File: config.mk
export PLATFORM = sky130hd
export DESIGN_NAME = syscall_seq
export DESIGN_NICKNAME = d
export VERILOG_FILES = /design/src/rtl/syscall_seq.sv
export SDC_FILE = /design/constraint.sdc
export NUM_CORES = 1
export LEC_CHECK = 0
export ABC_AREA = 0
export CORE_MARGIN = 4
export CORE_UTILIZATION = 25
export DETAILED_ROUTE_END_ITERATION = 8
export SYNTH_ARGS = -nofsm -noshare
export SYNTH_HDL_FRONTEND = slang
export SYNTH_SLANG_ARGS = --single-unit
File: constraint.sdc
create_clock -name clk -period 3.2 [get_ports clk]
set_input_delay 0.96 -clock clk [delete_from_list [all_inputs] [get_ports clk]]
set_output_delay 0.96 -clock clk [all_outputs]
set_load 0.05 [all_outputs]
File: src/rtl/syscall_seq.sv
// syscall_seq: sequences one syscall at a time beside the hazard unit.
// When a syscall reaches decode, fetch and decode are frozen and execute is
// bubbled. Once older instructions have drained, the block carries out the
// service: print hex, print char, print string from data memory, or exit.
module syscall_seq #(
  parameter int DRAIN_CYCLES = 3,
  parameter int MAX_STR      = 256
) (
  input  logic        clk,
  input  logic        reset,
  input  logic        syscall_d,
  input  logic [31:0] v0,
  input  logic [31:0] a0,
  output logic        stall,
  output logic        mem_rd_en,
  output logic [31:0] mem_addr,
  input  logic [31:0] mem_rdata,
  output logic        out_valid,
  output logic [7:0]  out_data,
  input  logic        out_ready,
  output logic        done,
  output logic        halt,
  output logic        err
);

  localparam int DW = (DRAIN_CYCLES > 2) ? $clog2(DRAIN_CYCLES) : 1;
  localparam int CW = $clog2(MAX_STR + 1);

  typedef enum logic [3:0] {
    S_IDLE, S_DRAIN, S_DECODE, S_HEX, S_CHAR, S_STR_REQ,
    S_STR_WAIT, S_STR_OUT, S_ERR, S_DONE, S_HALT
  } state_t;

  state_t         r_state;
  logic [DW-1:0]  r_drain;
  logic [31:0]    r_arg;
  logic [2:0]     r_nib;
  logic [31:0]    r_ptr;
  logic [CW-1:0]  r_count;
  logic           r_mem_rd_en;
  logic [31:0]    r_mem_addr;
  logic           r_out_valid;
  logic [7:0]     r_out_data;
  logic           r_done;
  logic           r_halt;
  logic           r_err;

  logic           w_hs;
  logic [2:0]     w_nib_dec;
  logic [31:0]    w_ptr_inc;
  logic [CW-1:0]  w_count_inc;
  logic [7:0]     w_byte;

  // Lower-case ASCII hex digit for one nibble.
  function automatic logic [7:0] hex_ascii(input logic [3:0] n);
    return (n < 4'd10) ? (8'h30 + {4'h0, n}) : (8'h57 + {4'h0, n});
  endfunction

  assign w_hs        = r_out_valid & out_ready;
  assign w_nib_dec   = r_nib - 3'd1;
  assign w_ptr_inc   = r_ptr + 32'd1;
  assign w_count_inc = r_count + CW'(1);

  // Big-endian byte lane selected by the low pointer bits.
  always_comb begin
    w_byte = 8'h00;
    case (r_ptr[1:0])
      2'd0:    w_byte = mem_rdata[31:24];
      2'd1:    w_byte = mem_rdata[23:16];
      2'd2:    w_byte = mem_rdata[15:8];
      default: w_byte = mem_rdata[7:0];
    endcase
  end

  // Sequencer FSM with registered outputs; reset aborts any service at once.
  always_ff @(posedge clk) begin
    if (reset) begin
      r_state     <= S_IDLE;
      r_drain     <= '0;
      r_arg       <= '0;
      r_nib       <= '0;
      r_ptr       <= '0;
      r_count     <= '0;
      r_mem_rd_en <= 1'b0;
      r_mem_addr  <= '0;
      r_out_valid <= 1'b0;
      r_out_data  <= '0;
      r_done      <= 1'b0;
      r_halt      <= 1'b0;
      r_err       <= 1'b0;
    end else begin
      r_done      <= 1'b0;
      r_err       <= 1'b0;
      r_mem_rd_en <= 1'b0;
      case (r_state)
        S_IDLE: begin
          if (syscall_d) begin
            r_state <= S_DRAIN;
            r_drain <= DW'(DRAIN_CYCLES - 1);
          end
        end
        S_DRAIN: begin
          if (r_drain == '0) r_state <= S_DECODE;
          else               r_drain <= r_drain - 1'b1;
        end
        S_DECODE: begin
          r_arg <= a0;
          case (v0)
            32'd1: begin
              r_state     <= S_HEX;
              r_nib       <= 3'd7;
              r_out_valid <= 1'b1;
              r_out_data  <= hex_ascii(a0[31:28]);
            end
            32'd11: begin
              r_state     <= S_CHAR;
              r_out_valid <= 1'b1;
              r_out_data  <= a0[7:0];
            end
            32'd4: begin
              r_state     <= S_STR_REQ;
              r_ptr       <= a0;
              r_count     <= '0;
              r_mem_rd_en <= 1'b1;
              r_mem_addr  <= {a0[31:2], 2'b00};
            end
            32'd10: begin
              r_state <= S_HALT;
              r_halt  <= 1'b1;
            end
            default: begin
              r_state <= S_ERR;
              r_err   <= 1'b1;
            end
          endcase
        end
        S_HEX: begin
          if (w_hs) begin
            if (r_nib == 3'd0) begin
              r_state     <= S_DONE;
              r_out_valid <= 1'b0;
              r_done      <= 1'b1;
            end else begin
              r_nib      <= w_nib_dec;
              r_out_data <= hex_ascii(r_arg[{w_nib_dec, 2'b00} +: 4]);
            end
          end
        end
        S_CHAR: begin
          if (w_hs) begin
            r_state     <= S_DONE;
            r_out_valid <= 1'b0;
            r_done      <= 1'b1;
          end
        end
        S_STR_REQ: r_state <= S_STR_WAIT;
        S_STR_WAIT: begin
          if (w_byte == 8'h00) begin
            r_state <= S_DONE;
            r_done  <= 1'b1;
          end else begin
            r_state     <= S_STR_OUT;
            r_out_valid <= 1'b1;
            r_out_data  <= w_byte;
          end
        end
        S_STR_OUT: begin
          if (w_hs) begin
            r_out_valid <= 1'b0;
            r_ptr       <= w_ptr_inc;
            r_count     <= w_count_inc;
            if (w_count_inc == CW'(MAX_STR)) begin
              r_state <= S_ERR;
              r_err   <= 1'b1;
            end else begin
              r_state     <= S_STR_REQ;
              r_mem_rd_en <= 1'b1;
              r_mem_addr  <= {w_ptr_inc[31:2], 2'b00};
            end
          end
        end
        S_ERR: begin
          r_state <= S_DONE;
          r_done  <= 1'b1;
        end
        S_DONE:  r_state <= S_IDLE;
        S_HALT:  r_state <= S_HALT;
        default: r_state <= S_IDLE;
      endcase
    end
  end

  // Stall is immediate on a decoded syscall, held until retire, and forever after exit.
  assign stall     = (r_state == S_IDLE) ? syscall_d : (r_state != S_DONE);
  assign mem_rd_en = r_mem_rd_en;
  assign mem_addr  = r_mem_addr;
  assign out_valid = r_out_valid;
  assign out_data  = r_out_data;
  assign done      = r_done;
  assign halt      = r_halt;
  assign err       = r_err;

endmodule

==> results of run 1 <==
[power breakdown]
group	leakage (uW)	switching [uW]	total [uW]	internal, uW
registers	0.00101	62.1	1720	1660
clock network	0.000281	758	2000	1250
logic	0.00189	553	932	379
[worst min path at each step]
stage	start	endpoint	slack (ns)	depth (start not counted)
finish	r_arg[27]$_SDFFE_PP0P_	r_arg[27]$_SDFFE_PP0P_	0.45	2
global route	r_arg[25]$_SDFFE_PP0P_	r_arg[25]$_SDFFE_PP0P_	0.47	2
CTS	r_arg[24]$_SDFFE_PP0P_	r_arg[24]$_SDFFE_PP0P_	0.45	2
detailed placement	r_arg[24]$_SDFFE_PP0P_	r_arg[24]$_SDFFE_PP0P_	0.45	2
global placement	r_arg[3]$_SDFFE_PP0P_	r_arg[3]$_SDFFE_PP0P_	0.44	2
floorplan	r_arg[11]$_SDFFE_PP0P_	r_arg[11]$_SDFFE_PP0P_	0.43	2
[logic make-up (layout without fill, tap and decap cells)]
group           Yosys count  after routing  synth area share [%]
buf+inv                  91            238                  5.23
compound gates          277            277                  23.6
simple gates            391            391                  26.3
other cells               1              2                0.0526
xor+xnor                 27             27                  3.32
flops                   125            125                  35.1
fa+ha+maj                11             11                  1.93
mux                      25             25                  4.48
[cells in the final DEF, fill, tap and decap left out, types with 16 or more instances in the layout]
cell,netlist,layout
nand2_1,168,168
clkdlybuf4s50_1,0,141
dfxtp_1,125,125
a21oi_1,124,124
o21ai_0,53,53
nand3_1,51,51
nor2_1,47,47
buf_4,5,44
nor3_1,22,20
mux2i_1,18,18
inv_1,17,17
nor4_1,18,17
clkbuf_16,0,17
a31oi_1,16,16
[registers in the layout (all words and copies together), names as in the netlist]
| signal | cells |
|---|---|
| r_drain | 2 |
| r_nib | 3 |
| mem_rd_en | 1 |
| r_arg | 32 |
| err | 1 |
| halt | 1 |
| out_valid | 1 |
| out_data | 8 |
| r_state | 4 |
| r_count | 9 |
| mem_addr | 30 |
| r_ptr | 32 |
| done | 1 |
[worst max-delay path, delay by kind of cell]
kind	cells	cell delay, ns
AO/OA/AOI/OAI	1	0.05
buffers and inverters	2	0.62
AND/OR/NAND/NOR	2	0.46
[metrics by stage]
step | power (uW) | setup slack (ns)
floorplan | 2320 | 0.0995
global placement | 2670 | -0.477
detailed placement | 2680 | -0.473
CTS | 4680 | 0.0335
global route | 4840 | 0.0418
finish | 4660 | 0.145
[metal layers]
layer,routed length [um],vias to the layer above,share of wire (%)
met4,310,0,1.3
li1,-,3693,-
met2,10800,240,45
met5,0,-,0
met1,11200,3471,47
met3,1460,20,6.1
[what timing repair did]
action | 4_1_cts | 5_1_grt
gates resized for setup | 2 | 4
setup buffers | 0 | 1
endpoints found under the setup margin | 3 | 33
[layout make-up]
| type | instances | share of cell area [%] |
|---|---|---|
| inverters | 17 | 0.654 |
| clock inverters | 13 | 1.72 |
| clock buffers | 19 | 4.54 |
| well taps | 378 | 4.85 |
| multi-input cells | 733 | 44.0 |
| repair buffers | 189 | 18.6 |
| flip-flops and latches | 125 | 25.7 |
==> results.md, run 1 <==
- Vias: ~7,400
- RSZ-0062 raised after global routing: false
- Proportion of synthesized chip area in sequential cells: between 30% and 40%
- Detail Placement HPWL: between 15,000 and 20,000 um
- Die width: 177 um
- Met3 Use GR: approximately 3.5%
- Fillcell total: between 2,000 and 3,000
- Hold Slack: roughly 0.45 ns
- Mapped Avg Cell Area: between 7 and 8 um^2
- Worst Setup Path Type: in2out
- Synth Warn #: 0
- Clk buf depth: 2
- Crit path to: stall
- DP Area: 0.00910 mm^2
- Initial Utilization: 25.5%
- Post-layout minimum cycle time: between 3 and 4 ns
- Vias in the first global route: around 6,900
- Type of the worst min-delay path: reg2reg
- Tot GR Track Use: roughly 15%
- CTS clk-pin slew, worst paths: 0.06 ns
- Initial antenna violation count: 0
- Most area-hungry cell type in the Yosys netlist: dfxtp_1
- P_leak: 0.00318 uW
- Setup Total Neg Slack: 0 ns
- Crit path max fanout: 2
- Synth unique cells: 65
- Top cell type's share of synthesized area: a little over a third
- CTS buffer count: 17
- Remaining DRCs: 0
- Crit path largest cell delay: 0.42 ns
- Max-slew headroom: between 40% and 50%
- Share of cells above drive strength 1: under 10%
- # Max-Cap Violations: 0
- Synthesis-to-finish area growth: 36.8%
- TritonCTS sink count: ~130
- Netlist Area Pre-Place: 0.00713 mm^2
- # H-tree levels: 4
- Die height: 177 um
- Yosys reg bits: about 130
- Fmax: between 300 and 400 MHz
- Crit-path cells: clkdlybuf4s50_1, nor3_1, a21oi_1, or3_1, buf_4
- Dominant synthesized flop cell: dfxtp_1
- Core box area: roughly 0.028 mm^2
- Root Buffer: clkbuf_16
- Area of the multi-input gates: 0.00429 mm^2
- DRT antenna net count: 0
- # diodes: 0
- Worst EP arrival: about 2.1 ns
- Grt met1 use: approximately a fifth
- Cell count after synthesis: between 900 and 1,000
- Inst Count DP: between 1,000 and 1,500
- TritonCTS clock tree: yes
- Final cell count without fillers: about 1,500
- GRT Residual Overflow: 0
- # rows: a little over 60
- Synth top area cells: dfxtp_1 (35%), nand2_1 (8.8%), a21oi_1 (8.7%)
- Setup slack, reg-to-reg: about 0.32 ns
- RR Endpoint: mem_addr[17]$_SDFFE_PP0P_
- Busiest grt layer: met2
- Most common cell in the netlist: nand2_1
- Asr flop ratio synth: 0%
- I/O Pins: ~150
- Max-slew violations: 0
- Outcome: completed
- Post-Route WL: approximately 24,000 um
- Worst skew pair latency: around 0.43 ns
- Tcrit/Tclk final: 95.5%
- Die area: 0.0313 mm^2
- Final GP Congestion: slightly above 0.8
- Cts hold-fix bufs: 0
- First-pass GRT wire length: about 37,000 um
- Clock Skew: between 0.007 and 0.008 ns
- Worst reg2reg path depth: 8
- Number of enable flip-flop cells after synthesis: 0
- Sequential cell area: roughly 0.0025 mm^2
- Setup crit start kind: input port
- Commonest cells in the netlist: nand2_1 (168), dfxtp_1 (125), a21oi_1 (124)
- Average wire per standard cell: around 16 um
- Slowest CP cell: clkdlybuf4s50_1
- Endpoint class of the critical path: primary output
- Final core occ: about a third
- Crit path launch: syscall_d
- Met2 Usage GRT: between 20% and 30%
- Final setup viols: 0
- Via density: 5.04
- Final Hold Vio Count: 0
- Tightest Pin Transition: ~0.84 ns
- Worst r2r src: r_count[0]$_SDFFE_PP0P_
- Port bufs: about 140
- Initial drt markers: approximately 480
- Drt pass-1 iters: 5
- Largest net degree at the start of global routing: 78
- Peak VDD IR: between 0.2 and 0.3 mV
- Power Density: between 400 and 500 mW/mm^2
- Nets@finish: approximately 1,200
- Non-Filler Cell Area, Final: between 0.009 and 0.01 mm^2
- CP required: between 2 and 2.5 ns
Power figures use the tool's default switching activity.
==> inputs of run 2 (changes only) <==
--- a/constraint.sdc
+++ b/constraint.sdc
@@ -3,2 +3,2 @@
 set_output_delay 0.96 -clock clk [all_outputs]
-set_load 0.05 [all_outputs]
+set_load 0.1 [all_outputs]
==> results.md, run 2 (synthesized netlist as in run 1, its figures left out) <==
- Vias in the first global route: 7,049
- Die height: 177 um
- DRT antenna net count: 0
- First-pass GRT wire length: between 30,000 and 40,000 um
- Drt pass-1 iters: 5
- Detail Placement HPWL: 17,900 um
- Max-slew violations: 0
- Post-layout minimum cycle time: approximately 3.1 ns
- Peak VDD IR: ~0.29 mV
- Post-Route WL: between 20,000 and 25,000 um
- DP Worst Slack: -0.487 ns
- Largest net degree at the start of global routing: 65
- # Max-Cap Violations: 0
- Nets@finish: between 1,000 and 1,500
- TritonCTS sink count: 125
- Initial antenna violation count: 0
- Average wire per standard cell: ~17 um
- P_leak: ~0.0033 uW
- Clk buf depth: 2
- Worst r2r src: r_nib[0]$_SDFFE_PP0P_
- CP required: approximately 2.2 ns
- # H-tree levels: 4
- Worst reg2reg path depth: 10
- Vias: between 7,000 and 8,000
- Final GP Congestion: 0.852
- Tcrit/Tclk final: roughly 97%
- Die width: 177 um
- # rows: 61
- I/O Pins: ~150
- Port bufs: between 100 and 150
- Via density: 5.09
- Endpoint class of the critical path: primary output
- Synthesis-to-finish area growth: 36.7%
- Hold depth: 2
- GRT Residual Overflow: 0
- Setup crit start kind: input port
- Remaining DRCs: 0
- Crit path max fanout: 2
- Most frequent cells in the layout: nand2_1 (168), dfxtp_1 (125), a21oi_1 (124)
- # diodes: 0
- Final setup viols: 0
- CTS buffer count: 17
- CTS clk-pin slew, worst paths: about 0.050 ns
- Tightest Pin Transition: between 0.7 and 0.8 ns
- Worst Setup Path Type: in2out
- Setup slack, reg-to-reg: between 0.3 and 0.4 ns
- Total Power: 4950 uW
- Initial drt markers: about 570
- Setup Total Neg Slack: 0 ns
- Initial Utilization: 25.5%
- Root Buffer: clkbuf_16
- TritonCTS clock tree: yes
- Final Hold Vio Count: 0
- Fmax: about 320 MHz
- Final worst setup slack: around 0.1 ns
- Clock Skew: 0.00809 ns
- Crit path launch: syscall_d
- Power Density: between 500 and 600 mW/mm^2
- Die area: between 0.03 and 0.04 mm^2
- Commonest non-fill, non-tap cell in the layout: nand2_1
- Outcome: completed
- Worst skew pair latency: ~0.42 ns
- Worst EP arrival: approximately 2.1 ns
- Crit path to: stall
- RR Endpoint: out_data[2]$_SDFFE_PP0P_
- Max-slew headroom: 51.9%
- Type of the worst min-delay path: reg2reg
- RSZ-0062 raised after global routing: false
- Tot GR Track Use: ~15%
- Core box area: 0.0279 mm^2
- Share of cells above drive strength 1: between 10% and 20%
[run 2: worst min path at each step]
stage | start | endpoint | slack [ns]
after floorplan | r_arg[11]$_SDFFE_PP0P_ | r_arg[11]$_SDFFE_PP0P_ | 0.43
after global placement | r_arg[28]$_SDFFE_PP0P_ | r_arg[28]$_SDFFE_PP0P_ | 0.44
after detailed placement | r_arg[3]$_SDFFE_PP0P_ | r_arg[3]$_SDFFE_PP0P_ | 0.45
after CTS | r_arg[3]$_SDFFE_PP0P_ | r_arg[3]$_SDFFE_PP0P_ | 0.45
after global routing | r_arg[2]$_SDFFE_PP0P_ | r_arg[2]$_SDFFE_PP0P_ | 0.47
final | r_arg[3]$_SDFFE_PP0P_ | r_arg[3]$_SDFFE_PP0P_ | 0.45
[run 2: area by class of cell]
cell class | instances | area [um^2]
Sequential cell | 125 | 2500
Inverter | 17 | 63.8
Multi-Input combinational cell | 733 | 4320
Clock buffer | 21 | 450
Fill cell | 2972 | 18200
Clock inverter | 11 | 190
Timing Repair Buffer | 195 | 1750
Tap cell | 378 | 473
[run 2: critical path, cell delays in order]
cell and delay, ns:
clkdlybuf4s50_1 0.44, nor3_1 0.14, a21oi_1 0.06, or3_4 0.36, buf_12 0.18
[run 2: report_power, final]
part | switching, uW | leakage [uW] | internal, uW
combinational | 700 | 0.00200 | 388
clock | 732 | 0.000311 | 1400
sequential | 66.4 | 0.00101 | 1660
[run 2: stage by stage]
step,cells,area [um^2],hold slack (ns),util (%)
after floorplan,949,7130,0.432,-
after detailed placement,1445,9030,0.445,32.3
final,1480,9750,0.453,34.9
after global placement,1445,9030,0.442,32.3
after global routing,1480,9750,0.472,34.9
after CTS,1477,9690,0.453,34.7
[run 2: repair_timing]
| item | CTS | global route |
|---|---|---|
| buffers inserted | 0 | 1 |
| gates cloned | 0 | 2 |
| resized for setup | 3 | 9 |
| setup endpoints to repair | 25 | 59 |
| pin swaps | 0 | 2 |
| hold endpoints to repair | 0 | 0 |
| hold buffers | 0 | 0 |
[run 2: routing by layer]
| metal | routed length, um | vias to the layer above | track usage (%) |
|---|---|---|---|
| li1 | - | 3714 | - |
| met3 | 1730 | 26 | 3.25 |
| met5 | 0 | - | 0 |
| met2 | 11300 | 289 | 24.0 |
| met1 | 11100 | 3509 | 21.0 |
| met4 | 367 | 0 | 3.64 |
==> inputs of run 3 (changes only) <==
Settings changed: MAX_ROUTING_LAYER set to met4.
Clock period 3.2 ns to 3.3 ns, I/O delays scaled along.
==> results.md, run 3 (synthesized netlist as in run 1, its figures left out) <==
- Setup slack, reg-to-reg: around 0.32 ns
- Fillcell total: 2,983
- Die area: 0.0313 mm^2
- Worst skew pair latency: ~0.42 ns
- Via density: slightly above 5
- Power Density: slightly above 500 mW/mm^2
- Remaining DRCs: 0
- Outcome: completed
- M1 WL: between 10,000 and 15,000 um
- Post-Route WL: roughly 24,000 um
- Uppermost layer routed: met4
- Setup Total Neg Slack: 0 ns
- Worst r2r src: r_count[0]$_SDFFE_PP0P_
- Tot GR Track Use: between 15 and 20%
- Core box area: roughly 0.028 mm^2
- First-pass GRT wire length: between 30,000 and 40,000 um
- Share of cells above drive strength 1: 12.5%
- Drt pass-1 iters: 5
- Nets@finish: around 1,200
- Fmax: 317 MHz
- DRT antenna net count: 0
- Final Hold Vio Count: 0
- Cts hold-fix bufs: 0
- TritonCTS clock tree: yes
- # Max-Cap Violations: 0
- Peak VDD IR: around 0.31 mV
- GRT Residual Overflow: 0
- Post-layout minimum cycle time: ~3.2 ns
- Final worst setup slack: 0.142 ns
- Type of the worst min-delay path: reg2reg
- CTS buffer count: 17
- P_leak: roughly 0.0033 uW
- Hold Slack: between 0.4 and 0.5 ns
- # diodes: 0
- Postcts setup bufs: 0
- WHS Endpoint: r_arg[6]$_SDFFE_PP0P_
- Crit path max fanout: 2
- Worst reg2reg path depth: 8
- Hold depth: 2
- Worst Setup Path Type: in2out
- Initial drt markers: 502
- Commonest non-fill, non-tap cell in the layout: nand2_1
- TritonCTS sink count: between 100 and 150
- Detail Placement HPWL: ~18,000 um
- Initial Utilization: about a quarter
- Root Buffer: clkbuf_16
- Die width: 177 um
- Vias: approximately 7,500
- DP Worst Slack: -0.421 ns
- Final core occ: 34.8%
- Most frequent cells in the layout: nand2_1 (168), dfxtp_1 (125), a21oi_1 (124)
- Final setup viols: 0
- DR WL met2: around 11,000 um
- CTS clk-pin slew, worst paths: ~0.050 ns
- Max-slew headroom: a little over half
- Synthesis-to-finish area growth: 36.3%
- Worst EP arrival: between 2 and 2.5 ns
- Vias in the first global route: between 7,000 and 8,000
- Tightest Pin Transition: just under 0.7 ns
- Max-slew violations: 0
- Clock Skew: about 0.0074 ns
- Setup crit start kind: input port
- # rows: 61
- RR Endpoint: mem_addr[28]$_SDFFE_PP0P_
- Endpoint class of the critical path: primary output
- Clk buf depth: 2
- Average wire per standard cell: ~16 um
- RSZ-0062 raised after global routing: false
- Port bufs: about 140
- CP required: ~2.3 ns
- Hold path startpoint: r_arg[6]$_SDFFE_PP0P_
- # H-tree levels: 4
- I/O Pins: 146
- Tcrit/Tclk final: 95.7%
- Final GP Congestion: between 0.8 and 0.9
- Largest net degree at the start of global routing: between 70 and 80
- Initial antenna violation count: 0
- Die height: between 150 and 200 um
- Met3 WL: about 1500 um
## run 3: cell count changes in the layout (fill, tap and decap cells not counted), sizes merged
cell / before / now
clkinvlp: 1 / 3
buf: 96 / 89
clkinv: 5 / 1
bufinv: 5 / 6
## run 3: area by class of cell
cell class | count | area [um^2] | area share [%]
clock inverters | 10 | 208 | 2.14
inverters | 17 | 63.8 | 0.657
repair buffers | 187 | 1710 | 17.6
flip-flops and latches | 125 | 2500 | 25.8
clock buffers | 22 | 484 | 4.98
multi-input cells | 733 | 4280 | 44.0
well taps | 378 | 473 | 4.87
## run 3: layer usage
metal	vias to the layer above	track usage, %
met5	-	-
met4	0	3.38
met3	19	3.46
met2	241	23.5
met1	3489	20.9
li1	3701	-
## run 3: worst max-delay path, stage by stage
cell and delay, ns:
clkdlybuf4s50_1 0.41, nor3_1 0.14, a21oi_1 0.05, or3_1 0.38, buf_12 0.19
## run 3: worst max-delay path by stage
| stage | startpoint | endpoint | cells after the start |
|---|---|---|---|
| after global placement | v0[27] | mem_addr[25]$_SDFFE_PP0P_ | 7 |
| after CTS | v0[27] | mem_addr[28]$_SDFFE_PP0P_ | 7 |
| after floorplan | r_nib[0]$_SDFFE_PP0P_ | out_data[2]$_SDFFE_PP0P_ | 12 |
| final | syscall_d | stall | 5 |
| after detailed placement | v0[27] | mem_addr[28]$_SDFFE_PP0P_ | 7 |
| after global routing | syscall_d | stall | 5 |
## run 3: timing repair
action                                 in CTS  in global routing
gates resized for setup                     0                  4
setup endpoints to repair                   0                 13
endpoints found under the hold margin       0                  0
## run 3: stage by stage
| step | instances | area (um^2) | total power (uW) |
|---|---|---|---|
| 2_1_floorplan | 949 | 7130 | 2380 |
| 3_3_place_gp | 1440 | 9010 | 2740 |
| 3_5_place_dp | 1440 | 9010 | 2740 |
| 4_1_cts | 1472 | 9700 | 4930 |
| 5_1_grt | 1472 | 9720 | 5110 |
| 6_report | 1472 | 9720 | 4900 |
## run 3: power by group
| part | switching (uW) | total (uW) | internal (uW) |
|---|---|---|---|
| clock network | 686 | 2180 | 1500 |
| registers | 75.9 | 1680 | 1610 |
| logic | 665 | 1040 | 370 |
